$ cat config.mk
export PLATFORM = sky130hd
export DESIGN_NAME = instr_fetch_unit
export DESIGN_NICKNAME = d
export VERILOG_FILES = /design/src/rtl/instr_fetch_unit.sv
export SDC_FILE = /design/constraint.sdc
export NUM_CORES = 1
export LEC_CHECK = 0
export ABC_AREA = 1
export BUFFER_PORTS_ARGS = -buffer_cell sky130_fd_sc_hd__buf_4
export CORE_MARGIN = 3
export CORE_UTILIZATION = 45
export CTS_CLUSTER_DIAMETER = 120
export DETAILED_ROUTE_END_ITERATION = 12
export GPL_TIMING_DRIVEN = 1
export MAX_ROUTING_LAYER = met4
export PLACE_DENSITY = 0.76
export SYNTH_ARGS = -nofsm -noshare
export SYNTH_HDL_FRONTEND = slang
export SYNTH_SLANG_ARGS = --single-unit
$ cat constraint.sdc
create_clock -name clk_i -period 3.2 [get_ports clk_i]
set_clock_uncertainty 0.2 [all_clocks]
set_input_delay 0.64 -clock clk_i [delete_from_list [all_inputs] [get_ports clk_i]]
set_output_delay 0.64 -clock clk_i [all_outputs]
set_load 0.01 [all_outputs]
$ cat src/rtl/instr_fetch_unit.sv
// rtl/instr_fetch_unit.sv - single-outstanding instruction fetch unit with one-entry buffer
// Handles redirects (branch, flush) and drops stale read data after a flush.
module instr_fetch_unit #(
  parameter logic [31:0] RESET_PC = 32'h0000_0000
) (
  input  logic        clk_i,
  input  logic        rst_ni,
  output logic        imem_req_o,
  output logic [31:0] imem_addr_o,
  input  logic        imem_gnt_i,
  input  logic        imem_rvalid_i,
  input  logic [31:0] imem_rdata_i,
  output logic [31:0] inst_o,
  output logic [31:0] pc_o,
  output logic        inst_valid_o,
  input  logic        stall_i,
  input  logic        PCSel_i,
  input  logic [31:0] target_i,
  input  logic        flush_i,
  input  logic [31:0] flush_pc_i
);

  typedef enum logic [1:0] {
    S_IDLE = 2'd0,
    S_REQ  = 2'd1,
    S_WAIT = 2'd2,
    S_FULL = 2'd3
  } state_t;

  localparam logic [31:0] NOP = 32'h0000_0013;

  state_t      r_state;
  logic        r_discard;
  logic [31:0] r_fetch_pc;
  logic        r_req;
  logic [31:0] r_inst;
  logic [31:0] r_pc;
  logic        r_valid;

  logic [31:0] w_flush_pc;
  logic [31:0] w_target;
  logic [31:0] w_next_pc;
  logic        w_consume;

  assign w_flush_pc = flush_pc_i & ~32'h3;
  assign w_target   = target_i & ~32'h3;
  assign w_next_pc  = r_fetch_pc + 32'd4;
  assign w_consume  = r_valid & ~stall_i;

  always_ff @(posedge clk_i) begin
    if (!rst_ni) begin
      r_state    <= S_IDLE;
      r_discard  <= 1'b0;
      r_fetch_pc <= RESET_PC;
      r_req      <= 1'b0;
      r_inst     <= NOP;
      r_pc       <= RESET_PC;
      r_valid    <= 1'b0;
    end else if (flush_i) begin
      // Flush beats any branch; an in-flight or just-granted request must be drained.
      r_fetch_pc <= w_flush_pc;
      r_valid    <= 1'b0;
      case (r_state)
        S_WAIT: begin
          if (imem_rvalid_i) begin
            r_state   <= S_REQ;
            r_req     <= 1'b1;
            r_discard <= 1'b0;
          end else begin
            r_state   <= S_WAIT;
            r_req     <= 1'b0;
            r_discard <= 1'b1;
          end
        end
        S_REQ: begin
          if (imem_gnt_i) begin
            r_state   <= S_WAIT;
            r_req     <= 1'b0;
            r_discard <= 1'b1;
          end else begin
            r_state <= S_REQ;
            r_req   <= 1'b1;
          end
        end
        default: begin
          r_state <= S_REQ;
          r_req   <= 1'b1;
        end
      endcase
    end else begin
      case (r_state)
        S_IDLE: begin
          r_state <= S_REQ;
          r_req   <= 1'b1;
        end
        S_REQ: begin
          if (imem_gnt_i) begin
            r_state <= S_WAIT;
            r_req   <= 1'b0;
          end
        end
        S_WAIT: begin
          if (imem_rvalid_i) begin
            if (r_discard) begin
              r_discard <= 1'b0;
              r_state   <= S_REQ;
              r_req     <= 1'b1;
            end else begin
              r_inst     <= imem_rdata_i;
              r_pc       <= r_fetch_pc;
              r_valid    <= 1'b1;
              r_fetch_pc <= w_next_pc;
              r_state    <= S_FULL;
            end
          end
        end
        S_FULL: begin
          if (w_consume) begin
            r_valid <= 1'b0;
            r_state <= S_REQ;
            r_req   <= 1'b1;
            if (PCSel_i) begin
              r_fetch_pc <= w_target;
            end
          end
        end
        default: begin
          r_state <= S_IDLE;
          r_req   <= 1'b0;
        end
      endcase
    end
  end

  assign imem_req_o   = r_req;
  assign imem_addr_o  = r_fetch_pc;
  assign inst_o       = r_inst;
  assign pc_o         = r_pc;
  assign inst_valid_o = r_valid;

endmodule

==> metrics.txt, run 1 <==
Die X 113 µm; initial antenna violation count 0; crit path capture type register; final wirelength 15500 µm; vias in the first global route 4984; Initial Util 46.7%; status finished, final reports clean; post-synth top area share 39.3%; Longest Clk Path Bufs 2; Post-Syn Instances 792; DRC errors left 0; Pre-antenna DRT Iters 5; CP Class reg -> reg; clock power share 38.4%; DR WL/cell 14.0 µm; total power 2840 µW; max frequency 0.424 GHz; Final Critical Period 2360 ps; Post-Syn Area 5150 µm²; P per Cell Area 410 nW/µm²; post-synthesis sequential area ratio 39.3%; GP Congestion 0.915; gr busiest metal met2; ys flop type dfxtp_1; Synth area leader dfxtp_1; post-route cell area 6930 µm²; fraction of layout cells with a size suffix above 1 25.2%; Register Area 2020 µm²; RSZ-0062 raised after global routing no; Die Ht 113 µm; Post-CTS Setup Bufs 0; clock root cell clkbuf_16; Synth Area per Inst 6.50 µm²; Multi-input gate area 2700 µm²; area grow syn2layout 34.6%; fill cell count 1129; Leakage 0.00324 µW; die area 12800 µm²; logic gate share of total power 13.9%; Seq cells post-synth 101; HP Class reg -> reg; max_slew headroom 37.7%; CP Data Arrival Time 2370 ps; largest net degree at the start of global routing 72; syn_nets 900; Ys Warns 0; met1 usage 35.6%; CTS clk-pin slew, worst paths 70 ps; core area 11000 µm²; grt total ovfl 0; Area contributors post-synth dfxtp_1, nand2_1, nor2_1; First DRT Iteration DRCs 552; Num CTS Buffers 9; slew of the pin with the lowest slew margin 935 ps; Nets 1071; Reg2Reg Setup Slack 840 ps; post-CTS sizing 0; Hold Crit Endpoint inst_o[1]; VDD IR max 220 µV; Critical R2R Capture imem_addr_o[24]; Setup Viol. Count Final 0; hold depth 2; DR vias 5605; CTS Hold Bufs 0; leading cell type in the layout, fill and taps excluded buf_4; total number of H-tree levels 3; MaxCap Viol Count 0; worst hold start inst_o[1]; # port buffers 196; n_diodes 0; critical path fanouts, max 58; CTS tree yes; Via density 5.06; total track usage 24.7%; clock sink count 101; Crit Reg-Reg Startpoint r_state[0]; post-DP HPWL 11200 µm; switching share of power 25.5%; met3 usage 3.21%; Final ANT Viol Nets 0; clk_lat worst skew 340 ps; Seq pwr share 47.6%; Max Slew Vio Count 0; number of synthesized flops with an enable pin 0; Placement Cell Area 6630 µm²; Startpoint Class register; Synth cell types 32; Sw Pwr 723 µW; M2 GR Usage 36.3%; Int Pwr 2120 µW; period utilization 73.7%; Ports 201; Final Hold Violating Endpoints 0; FP Rows 38; most frequent cells in the layout buf_4, nand2_1, nor2_1; TNS Setup 0 ps; share of flip-flops with an asynchronous set or reset 0%; first-pass GRT wire length 25200 µm; Req. time, crit path 3210 ps; R2R cell count 10
==> worst max-delay path by stage <==
stage	from	endpoint	slack, ps	cells after the start
floorplan	stall_i	imem_addr_o[22]	1290	10
global placement	imem_rvalid_i	imem_addr_o[24]	750	9
detailed placement	imem_rvalid_i	imem_addr_o[4]	710	8
CTS	r_state[0]	imem_addr_o[4]	850	9
global route	r_state[0]	imem_addr_o[4]	590	9
finish	r_state[0]	imem_addr_o[24]	840	10
==> layer usage <==
layer,wire length [µm],part of all wire [%],up-vias
met1,7220,46,2484
met5,0,0,-
met3,1110,7.2,23
li1,-,-,2887
met2,6900,44,211
met4,302,1.9,0
==> sequential cells by signal, indices dropped and copies added, names as in the netlist <==
register	count
imem_addr_o	32
inst_o	32
pc_o	32
r_state	2
imem_req_o	1
inst_valid_o	1
r_discard	1
==> stage by stage <==
step / cells / util, % / hold WS [ps] / setup WS [ps]
2_1_floorplan: 792 / - / 277 / 1290
3_3_place_gp: 1092 / 60.1 / 241 / 752
3_5_place_dp: 1092 / 60.1 / 243 / 711
4_1_cts: 1107 / 62.8 / 261 / 849
5_1_grt: 1107 / 62.8 / 273 / 586
6_report: 1107 / 62.8 / 259 / 840
==> cell usage after synthesis (2+ instances only) <==
cell type  count
buf_6          3
xnor2_1        2
buf_1          2
ha_1           5
nand3_1       44
nand2_1      175
and2_1         2
nor2_2         8
nor2_1       158
clkbuf_1      19
nand4_1        2
buf_4          6
o211ai_1       2
buf_2         14
inv_2          4
a31oi_1        2
nor2_4         5
o21ai_1        2
dfxtp_1      101
inv_1         51
nand2_2        4
o21ai_0       85
xor2_1         2
a21oi_1       86
==> cell type report <==
cell class / count / area share (%)
inverters: 55 / 2.98
repair buffers: 204 / 22.1
flip-flops and latches: 101 / 29.2
clock buffers: 10 / 3.45
clock inverters: 5 / 0.867
multi-input cells: 592 / 38.9
well taps: 140 / 2.53
==> critical path: stages (launching register included) <==
cell and delay [ps]:
dfxtp_1 390, inv_1 70, ha_1 250, nand2_1 80
o21ai_1 80, nand2_1 100, o21ai_2 80, inv_2 670
nor2_1 120, nand2_1 110, a21oi_1 60
==> power groups by stage <==
stage | registers (µW) | logic, µW | clock network [µW]
after CTS | 1350 | 398 | 1120
after global routing | 1360 | 445 | 1170
final | 1350 | 395 | 1090
after detailed placement | 1380 | 395 | 0
after global placement | 1380 | 391 | 0
after floorplan | 1380 | 193 | 0
==> cell families (layout without fill, tap and decap cells) <==
group	after synthesis	after routing	share of synthesized area, %
buffers and inverters	99	274	8.43
DFF	101	101	39.3
xor gates and xnor gates	4	4	0.681
and+or+nand+nor	401	401	32.3
AOI/OAI and AO/OA	182	182	18.1
adders and majority gates	5	5	1.22
(Power assumes the default switching activity.)
==> inputs of run 2 (changes only) <==
clock period = 2.3 ns   (was 3.2 ns; I/O delays follow)
==> metrics.txt, run 2 (synthesis results as in run 1) <==
status finished, final reports clean; area grow syn2layout 35.7%; clock root cell clkbuf_16; grt total ovfl 0; Die X 113 µm; Post-Layout Cell Count 1114; CTS clk-pin slew, worst paths 70 ps; R2R cell count 9; Num CTS Buffers 9; P per Cell Area 573 nW/µm²; CP Depth 9; n_diodes 0; leading cell type in the layout, fill and taps excluded buf_4; Final Hold Violating Endpoints 0; Critical R2R Capture pc_o[25]; FP Rows 38; Startpoint Class register; Setup Viol. Count Final 0; Reg2Reg Setup Slack 260 ps; critical path fanouts, max 48; largest net degree at the start of global routing 50; Pre-antenna DRT Iters 5; TNS Setup 0 ps; most frequent cells in the layout buf_4, nand2_1, nor2_1; vias in the first global route 5018; HP Class in -> reg; Final ANT Viol Nets 0; slew of the pin with the lowest slew margin 634 ps; post-DP HPWL 11400 µm; Worst Setup EP pc_o[25]; total power 4000 µW; Ports 201; Worst Slack Setup Final 256 ps; post-CTS sizing 0; Nets 1077; DRC errors left 0; period utilization 88.9%; CP Class reg -> reg; max frequency 0.489 GHz; GP Congestion 0.958; RSZ-0062 raised after global routing no; fraction of layout cells with a size suffix above 1 25.8%; Initial Util 46.7%; Max Slew Vio Count 0; WP buf/inv 4; Via density 5.13; total number of H-tree levels 3; CP Data Arrival Time 2120 ps; core area 11000 µm²; die area 12800 µm²; CTS tree yes; dpl cells 1098; delay-heaviest family, CP buffers and inverters; # port buffers 196; Req. time, crit path 2370 ps; DP Worst Slack 278 ps; clk_lat worst skew 340 ps; Post-CTS Setup Bufs 0; max_slew headroom 57.6%; VDD IR max 350 µV; Crit Reg-Reg Startpoint r_state[0]; Core Util, Final 63.3%; Longest Clk Path Bufs 2; crit path capture type register; initial antenna violation count 0; CTS Hold Bufs 0; slowest CP cell buf_4; Leakage 0.00328 µW; total track usage 24.9%; final wirelength 15800 µm; DR vias 5710; DR WL/cell 14.2 µm; CP cell instances inv_1 -> ha_1 -> inv_1 -> nor3_4 -> inv_2 -> nor2_4 -> buf_4 -> o21ai_0 -> a21oi_1; first-pass GRT wire length 25300 µm; fill cell count 1055; Critical Path Start r_state[0]; clock sink count 101; First DRT Iteration DRCs 550; most frequent CP cell inv_1; MaxCap Viol Count 0; Final Critical Period 2040 ps; CP peak stage delay 390 ps; Die Ht 113 µm
## run 2: changes by cell type in the layout (fill, tap and decap cells not counted)
| cell | before | now |
|---|---|---|
| buf_4 | 204 | 210 |
| inv_6 | 1 | 2 |
## run 2: stage by stage
| step | hold slack [ps] | cell area (µm²) |
|---|---|---|
| CTS | 123 | 6980 |
| detailed placement | 248 | 6680 |
| finish | 131 | 6980 |
| global placement | 241 | 6680 |
| global route | 125 | 6980 |
| floorplan | 277 | 5150 |
## run 2: report_power, final
part	total, µW	internal (µW)	switching (µW)
registers	1880	1800	75.5
logic	564	275	289
clock network	1560	881	679
## run 2: worst min-delay path by stage
stage	startpoint	endpoint	slack, ps	cells past startpoint
3_3_place_gp	inst_o[0]	inst_o[0]	240	2
4_1_cts	imem_rdata_i[4]	inst_o[4]	120	3
5_1_grt	imem_rdata_i[0]	inst_o[0]	130	3
3_5_place_dp	inst_o[0]	inst_o[0]	250	2
2_1_floorplan	r_state[1]	r_state[1]	280	2
6_report	imem_rdata_i[0]	inst_o[0]	130	3
## run 2: layout make-up
type | instances | area [µm²] | area share, %
multi-input cells | 592 | 2700 | 38.6
repair buffers | 210 | 1580 | 22.6
clock buffers | 10 | 239 | 3.42
well taps | 140 | 175 | 2.51
inverters | 55 | 206 | 2.96
clock inverters | 6 | 68.8 | 0.985
flip-flops and latches | 101 | 2020 | 29.0
## run 2: tightest hold or removal path, delay by kind of cell
| family | cells | cell delay [ps] |
|---|---|---|
| simple gates | 2 | 100 |
| buf+inv | 1 | 80 |
## run 2: metal layers
| metal | track usage (%) | part of all wire (%) |
|---|---|---|
| met4 | 6.89 | 2.0 |
| met3 | 4.06 | 7.6 |
| met2 | 37.0 | 45 |
| met5 | - | 0 |
| met1 | 35.1 | 46 |
